[config.mk]
export PLATFORM = sky130hd
export DESIGN_NAME = elevator_scheduler
export DESIGN_NICKNAME = d
export VERILOG_FILES = /design/src/rtl/elevator_scheduler_pkg.sv /design/src/rtl/elevator_request_latch.sv /design/src/rtl/elevator_scheduler.sv
export SDC_FILE = /design/constraint.sdc
export NUM_CORES = 1
export LEC_CHECK = 0
export ABC_AREA = 0
export CELL_PAD_IN_SITES_DETAIL_PLACEMENT = 1
export CELL_PAD_IN_SITES_GLOBAL_PLACEMENT = 2
export CORE_ASPECT_RATIO = 1.75
export CORE_MARGIN = 2
export CORE_UTILIZATION = 34
export CTS_BUF_LIST = sky130_fd_sc_hd__clkbuf_4
export DETAILED_ROUTE_END_ITERATION = 7
export PLACE_DENSITY = 0.79
export SYNTH_ARGS = -nofsm -noshare
export SYNTH_HDL_FRONTEND = slang
export SYNTH_SLANG_ARGS = --single-unit
[constraint.sdc]
create_clock -name clk -period 4.6 [get_ports clk]
set_clock_uncertainty 0.15 [all_clocks]
set_input_delay 1.38 -clock clk [delete_from_list [all_inputs] [get_ports clk]]
set_output_delay 1.38 -clock clk [all_outputs]
set_load 0.02 [all_outputs]
[src/rtl/elevator_scheduler_pkg.sv]
// Shared types and constants for the 4-floor SCAN elevator scheduler.
package elevator_scheduler_pkg;

    localparam int unsigned NUM_FLOORS = 4;
    localparam int unsigned FLOOR_W    = 2;
    localparam int unsigned TIMER_W    = 8;

    localparam logic [FLOOR_W-1:0] FLOOR_1 = 2'd0;
    localparam logic [FLOOR_W-1:0] FLOOR_2 = 2'd1;
    localparam logic [FLOOR_W-1:0] FLOOR_3 = 2'd2;
    localparam logic [FLOOR_W-1:0] FLOOR_4 = 2'd3;

    typedef enum logic [1:0] {
        IDLE      = 2'd0,
        MOVE_UP   = 2'd1,
        MOVE_DOWN = 2'd2,
        DOOR_OPEN = 2'd3
    } state_e;

    // hall_up[i] is floor i going up; hall_down[i] is floor i+1 going down.
    typedef struct packed {
        logic [2:0] hall_up;
        logic [2:0] hall_down;
        logic [3:0] car;
    } calls_t;

    // Collapse all call types into one "something wants this floor" bit per floor.
    function automatic logic [NUM_FLOORS-1:0] floor_any(input calls_t c);
        logic [NUM_FLOORS-1:0] any;
        any          = c.car;
        any[FLOOR_1] = any[FLOOR_1] | c.hall_up[0];
        any[FLOOR_2] = any[FLOOR_2] | c.hall_up[1] | c.hall_down[0];
        any[FLOOR_3] = any[FLOOR_3] | c.hall_up[2] | c.hall_down[1];
        any[FLOOR_4] = any[FLOOR_4] | c.hall_down[2];
        return any;
    endfunction

endpackage

[src/rtl/elevator_request_latch.sv]
// Sticky pending-call register with above/below/here flags relative to eval_floor.
module elevator_request_latch
    import elevator_scheduler_pkg::*;
(
    input  logic               clk,
    input  logic               reset,
    input  logic [2:0]         set_up,
    input  logic [2:0]         set_dn,
    input  logic [3:0]         set_car,
    input  logic [2:0]         clr_up,
    input  logic [2:0]         clr_dn,
    input  logic [3:0]         clr_car,
    input  logic [FLOOR_W-1:0] eval_floor,
    output logic [2:0]         pend_up,
    output logic [2:0]         pend_dn,
    output logic [3:0]         pend_car,
    output logic               above_c,
    output logic               below_c,
    output logic               here_c,
    output logic               car_here_c,
    output logic               up_here_c,
    output logic               down_here_c
);

    calls_t pend_q, pend_d, req_c;
    logic [NUM_FLOORS-1:0] any_c, up4_c, dn4_c;

    // Requests seen this cycle include same-cycle presses; clears win over sets.
    always_comb begin
        req_c.hall_up    = pend_q.hall_up   | set_up;
        req_c.hall_down  = pend_q.hall_down | set_dn;
        req_c.car        = pend_q.car       | set_car;
        pend_d.hall_up   = req_c.hall_up   & ~clr_up;
        pend_d.hall_down = req_c.hall_down & ~clr_dn;
        pend_d.car       = req_c.car       & ~clr_car;
    end

    // Pending-call storage.
    always_ff @(posedge clk or posedge reset) begin
        if (reset) begin
            pend_q <= '0;
        end else begin
            pend_q <= pend_d;
        end
    end

    // Position flags relative to the floor the FSM is deciding about.
    always_comb begin
        any_c   = floor_any(req_c);
        up4_c   = {1'b0, req_c.hall_up};
        dn4_c   = {req_c.hall_down, 1'b0};
        above_c = 1'b0;
        below_c = 1'b0;
        for (int i = 0; i < int'(NUM_FLOORS); i++) begin
            if (FLOOR_W'(i) > eval_floor) above_c = above_c | any_c[i];
            if (FLOOR_W'(i) < eval_floor) below_c = below_c | any_c[i];
        end
        here_c      = any_c[eval_floor];
        car_here_c  = req_c.car[eval_floor];
        up_here_c   = up4_c[eval_floor];
        down_here_c = dn4_c[eval_floor];
    end

    assign pend_up  = pend_q.hall_up;
    assign pend_dn  = pend_q.hall_down;
    assign pend_car = pend_q.car;

endmodule

[src/rtl/elevator_scheduler.sv]
// Collective (SCAN) scheduler for a 4-floor elevator: FSM, travel/door timers, output decode.
// Optional feature: define DOOR_HOLD_EN to let door_hold freeze the door timer.
module elevator_scheduler
    import elevator_scheduler_pkg::*;
#(
    parameter int unsigned TRAVEL_CYCLES = 8,
    parameter int unsigned DOOR_CYCLES   = 6
) (
    input  logic       clk,
    input  logic       reset,
    input  logic [2:0] hall_up,
    input  logic [2:0] hall_down,
    input  logic [3:0] car_call,
    input  logic       door_hold,
    output logic [1:0] current_floor,
    output logic       motor_up,
    output logic       motor_down,
    output logic       door_open,
    output logic       up_down_flag,
    output logic [2:0] up_lamp,
    output logic [2:0] down_lamp,
    output logic [3:0] car_lamp
);

    state_e               state_q, state_d;
    logic [FLOOR_W-1:0]   floor_q, floor_d, eval_floor_c;
    logic [TIMER_W-1:0]   tmr_q, tmr_d;
    logic                 flag_q, flag_d;
    logic                 motor_up_q, motor_up_d, motor_down_q, motor_down_d;
    logic                 door_open_q, door_open_d;
    logic                 arrive_c, moving_up_c;
    logic                 serve_c, serve_dir_c, further_c, opposite_c, press_here_c;
    logic [3:0]           clr_car_c, clr_up_c, clr_dn_c, up_in_c, dn_in_c;
    logic                 above_c, below_c, here_c, car_here_c, up_here_c, down_here_c;
    logic                 clr_spare_unused;
`ifndef DOOR_HOLD_EN
    logic                 door_hold_unused;
    assign door_hold_unused = door_hold;
`endif

    assign up_in_c          = {1'b0, hall_up};
    assign dn_in_c          = {hall_down, 1'b0};
    assign clr_spare_unused = clr_up_c[3] | clr_dn_c[0];

    elevator_request_latch u_req (
        .clk         (clk),
        .reset       (reset),
        .set_up      (hall_up),
        .set_dn      (hall_down),
        .set_car     (car_call),
        .clr_up      (clr_up_c[2:0]),
        .clr_dn      (clr_dn_c[3:1]),
        .clr_car     (clr_car_c),
        .eval_floor  (eval_floor_c),
        .pend_up     (up_lamp),
        .pend_dn     (down_lamp),
        .pend_car    (car_lamp),
        .above_c     (above_c),
        .below_c     (below_c),
        .here_c      (here_c),
        .car_here_c  (car_here_c),
        .up_here_c   (up_here_c),
        .down_here_c (down_here_c)
    );

    // Floor the car occupies after this edge; flags are evaluated against it.
    always_comb begin
        moving_up_c  = (state_q == MOVE_UP);
        arrive_c     = ((state_q == MOVE_UP) || (state_q == MOVE_DOWN)) &&
                       (tmr_q == TIMER_W'(TRAVEL_CYCLES - 1));
        eval_floor_c = floor_q;
        if (arrive_c) begin
            if (moving_up_c && (floor_q != FLOOR_4))         eval_floor_c = floor_q + 2'd1;
            else if (!moving_up_c && (floor_q != FLOOR_1))   eval_floor_c = floor_q - 2'd1;
        end
    end

    // Next-state, timers, call clears and output decode.
    always_comb begin
        state_d      = state_q;
        floor_d      = eval_floor_c;
        flag_d       = flag_q;
        tmr_d        = tmr_q;
        clr_car_c    = '0;
        clr_up_c     = '0;
        clr_dn_c     = '0;
        serve_c      = 1'b0;
        serve_dir_c  = flag_q;
        further_c    = 1'b0;
        opposite_c   = 1'b0;
        press_here_c = car_call[floor_q] | (flag_q ? up_in_c[floor_q] : dn_in_c[floor_q]);

        case (state_q)
            IDLE: begin
                tmr_d = '0;
                if (here_c) begin
                    serve_c     = 1'b1;
                    // A lone opposite-direction hall call turns the car round so it gets cleared.
                    serve_dir_c = (car_here_c || (flag_q ? up_here_c : down_here_c)) ? flag_q : ~flag_q;
                end else if (above_c && (flag_q || !below_c)) begin
                    state_d = MOVE_UP;
                    flag_d  = 1'b1;
                end else if (below_c) begin
                    state_d = MOVE_DOWN;
                    flag_d  = 1'b0;
                end
            end
            MOVE_UP, MOVE_DOWN: begin
                if (arrive_c) begin
                    tmr_d = '0;
                    if (car_here_c ||
                        (moving_up_c ? up_here_c : down_here_c) ||
                        !(moving_up_c ? above_c : below_c) ||
                        (moving_up_c ? (eval_floor_c == FLOOR_4) : (eval_floor_c == FLOOR_1))) begin
                        serve_c     = 1'b1;
                        serve_dir_c = moving_up_c;
                    end
                end else begin
                    tmr_d = tmr_q + TIMER_W'(1);
                end
            end
            DOOR_OPEN: begin
                clr_car_c[floor_q] = 1'b1;
                if (flag_q) clr_up_c[floor_q] = 1'b1;
                else        clr_dn_c[floor_q] = 1'b1;
                // The press cycle counts as the first cycle of the fresh open period.
                if (press_here_c) begin
                    tmr_d = TIMER_W'(1);
`ifdef DOOR_HOLD_EN
                end else if (door_hold) begin
                    tmr_d = tmr_q;
`endif
                end else if (tmr_q == TIMER_W'(DOOR_CYCLES - 1)) begin
                    state_d = IDLE;
                    tmr_d   = '0;
                end else begin
                    tmr_d = tmr_q + TIMER_W'(1);
                end
            end
            default: state_d = IDLE;
        endcase

        if (serve_c) begin
            state_d   = DOOR_OPEN;
            tmr_d     = '0;
            clr_car_c[eval_floor_c] = 1'b1;
            if (serve_dir_c) clr_up_c[eval_floor_c] = 1'b1;
            else             clr_dn_c[eval_floor_c] = 1'b1;
            further_c  = serve_dir_c ? above_c : below_c;
            opposite_c = serve_dir_c ? below_c : above_c;
            flag_d     = serve_dir_c;
            if (!further_c) begin
                clr_up_c[eval_floor_c] = 1'b1;
                clr_dn_c[eval_floor_c] = 1'b1;
                if (opposite_c) flag_d = ~serve_dir_c;
            end
        end

        motor_up_d   = (state_d == MOVE_UP);
        motor_down_d = (state_d == MOVE_DOWN);
        door_open_d  = (state_d == DOOR_OPEN);
    end

    // State, position, timer and output registers.
    always_ff @(posedge clk or posedge reset) begin
        if (reset) begin
            state_q      <= IDLE;
            floor_q      <= FLOOR_1;
            flag_q       <= 1'b1;
            tmr_q        <= '0;
            motor_up_q   <= 1'b0;
            motor_down_q <= 1'b0;
            door_open_q  <= 1'b0;
        end else begin
            state_q      <= state_d;
            floor_q      <= floor_d;
            flag_q       <= flag_d;
            tmr_q        <= tmr_d;
            motor_up_q   <= motor_up_d;
            motor_down_q <= motor_down_d;
            door_open_q  <= door_open_d;
        end
    end

    assign current_floor = floor_q;
    assign up_down_flag  = flag_q;
    assign motor_up      = motor_up_q;
    assign motor_down    = motor_down_q;
    assign door_open     = door_open_q;

endmodule

==> impl_metrics.yaml <==
floorplan:
  die_w_um: 62.7
  rows: 37
  core_area_um2: 5830
  die-area_um2: 6690
  initial_core_util_pct: 35.1
  pin_count: 29
  die_h_um: 107
setup_path:
  critical_path.max_stage_delay_ns: 0.56
  path_max_fanout: 3
  slowest_stage: "or4_1"
  crit_required_ns: 4.71
  cpMostUsedCell: "buf_4"
  startpoint: "hall_up[2]"
  crit_type: "input pin to register"
  end_kind: "register"
  worstSetupStartpointType: "input pin"
  worst_r2r_startpoint: "state_q[0]$_DFF_PP0_"
  path_cells: "clkdlybuf4s50_1 -> or4_1 -> nor3_1 -> o31ai_1 -> a22oi_1 -> buf_4 -> a2111oi_4 -> buf_4 -> o2111a_1 -> nor4_2 -> nand2_1 -> a221oi_1"
  cp.arrival_ns: 4.32
synthesis:
  synth.top_cell.area_share_pct: 30.5
  synth_seq_cells: 26
  synth.area.top_cells: "dfrtp_1 31%, ha_1 6.7%, nor2_1 5.5%, mux2i_1 4.9%, a211oi_1 4.0%"
  synth_ff_type: "dfrtp_1"
  avgSynthCellArea_um2: 9.02
  yosys_warnings: 0
  synth_cell_type_count: 60
  ys_seq_area_share_pct: 31.8
  synth_edf_count: 0
  syn-num-nets: 251
  yosysTopAreaCell: "dfrtp_1"
  syn_inst: 227
  synth_area_um2: 2050
  synth-async-reset-ratio_pct: 100
sta:
  slew_headroom_pct: 28.9
  max_freq_mhz: 237
  slew_viol_final: 0
  rsz0062_at_grt: "no"
  hold_viol: 0
  tightest_slew_ns: 1.06
  fin_tns_setup_ns: 0
  finalCritPeriodShare_pct: 91.5
  period_minus_slack_ns: 4.21
  setup_violations: 0
clocking:
  post_cts_buffers: 0
  insertion_delay_ns: 0.34
  path_clk_slew_ns: 0.17
  root_buffer: "clkbuf_4"
  clockBufferDepth: 2
  cts-buffers-inserted: 3
  post_cts_resized: 0
  clock_sinks: 26
  cts_tree: "built"
  cts_max_level: 1
  cts_hold_buf: 0
grt:
  antenna_found_initial: 0
  grt_usage_pct: 20.8
  grt_pass1_wl_um: 10800
  grt_max_degree: 27
  grt_pass1_vias: 2189
  grt-ovfl-total: 0
power:
  leakage_nw: 1.00
  ir_drop_mv: 0.250
  p_per_area_nw_per_um2: 475
placement:
  gp_congestion: 0.901
  place_hpwl_um: 5260
  portBuffers: 27
  place_area_um2: 2510
routing:
  postRouteWirelength_um: 6550
  dr.pass1.iters: 4
  drc: 0
  wl_per_cell_um: 19.0
  drt_iter0_markers: 47
  via_count: 1902
  postRouteAntennaNets: 0
  routed_via_density: 5.51
status:
  outcome: "finished, final reports clean"
run:
  cap_violations: 0
final_layout:
  mostFrequentLayoutCell: "nor2_1"
  stdcell_area_um2: 2560
  drive_gt1_share_pct: 14.2
  nets: 292
  antenna_cells: 0
  layout_common_cells: "30 x nor2_1, 27 x clkdlybuf4s50_1, 25 x dfrtp_1"
  nFillCells: 716
  area_growth_pct: 25.1
  seq_area_um2: 652
  multi_input_area_um2: 1300
hold_path:
  hold_path.class: "register to register"
  hp-start: "tmr_q[0]$_DFF_PP0_"
-- where the power goes --
group / internal, mW / leakage, nW / switching, mW / total, mW
sequential: 0.278 / 0.305 / 0.0557 / 0.334
clock: 0.0881 / 0.0279 / 0.0803 / 0.168
combinational: 0.315 / 0.671 / 0.399 / 0.714
-- metal layers --
layer | vias up | part of all wire (%) | GRT usage, % | wire (um)
met3 | 12 | 1.9 | 1.47 | 126
met4 | 0 | 3.3 | 9.05 | 219
li1 | 921 | - | - | -
met1 | 938 | 36 | 20.3 | 2380
met5 | - | 0 | 0 | 0
met2 | 31 | 58 | 43.2 | 3820
-- synthesized netlist by cell type, types with 4 or more instances --
master,instances
nor2_1,30
dfrtp_1,25
a211oi_1,11
ha_1,11
inv_1,11
mux2i_1,10
a21oi_1,9
nand2_1,9
nand3_1,9
buf_2,6
o21ai_0,6
and3_1,5
nor3_1,5
a221oi_1,4
a22oi_1,4
nor2b_1,4
xor2_1,4
-- registers in the layout, summed over array words and instances (netlist names) --
| signal | flops |
|---|---|
| door_open | 1 |
| up_down_flag | 1 |
| u_req.pend_up | 3 |
| motor_up | 1 |
| u_req.pend_dn | 3 |
| tmr_q | 8 |
| current_floor | 2 |
| u_req.pend_car | 4 |
| state_q | 2 |
| motor_down | 1 |
-- per-stage QoR --
stage | worst slack, ns | instances | util, % | total power [mW] | hold WS [ns]
detailed placement | 0.0253 | 341 | 43.0 | 1.06 | 0.457
finish | 0.389 | 345 | 43.9 | 1.22 | 0.464
CTS | 0.330 | 345 | 43.9 | 1.24 | 0.470
global route | 0.0138 | 345 | 43.9 | 1.31 | 0.545
floorplan | 0.661 | 227 | - | 0.798 | 0.407
global placement | 0.0565 | 341 | 43.0 | 1.05 | 0.444
-- cells by family (layout without fill, tap and decap cells) --
logic type / after synthesis / count (layout) / share of synthesized area (%)
xor+xnor: 7 / 7 / 2.99
simple gates: 90 / 90 / 24.9
mux: 12 / 12 / 5.99
fa+ha+maj: 12 / 12 / 7.21
flops: 26 / 26 / 31.8
buf+inv: 22 / 62 / 4.58
compound gates: 58 / 58 / 22.5
-- path summary, 6_finish.rpt --
path | cells after the start | slack [ns] | endpoint
setup reg to reg | 12 | 0.39 | tmr_q[6]$_DFF_PP0_
max in group asynchronous | 2 | 2.23 | u_req.pend_dn[2]$_DFF_PP0_
hold / removal | 2 | 0.46 | tmr_q[1]$_DFF_PP0_
min in group asynchronous | 2 | 1.42 | u_req.pend_up[0]$_DFF_PP0_
setup / recovery | 12 | 0.39 | u_req.pend_up[1]$_DFF_PP0_
hold reg to reg | 2 | 0.46 | tmr_q[1]$_DFF_PP0_
-- final cells by class --
class                      count  area share, %
clock buffer                   3          0.879
sequential                    26           25.4
timing repair buffer          46           16.1
clock inverter                 1           1.17
multi-input combinational    179           50.8
inverter                      12           1.76
tap                           78           3.81
-- worst max-delay path, delay by kind of cell --
kind / cells / cell delay (ns)
and+or+nand+nor: 4 / 1.36
AOI/OAI and AO/OA: 5 / 0.82
buffers and inverters: 3 / 0.73
No activity file was read; power rests on OpenSTA's default activity.
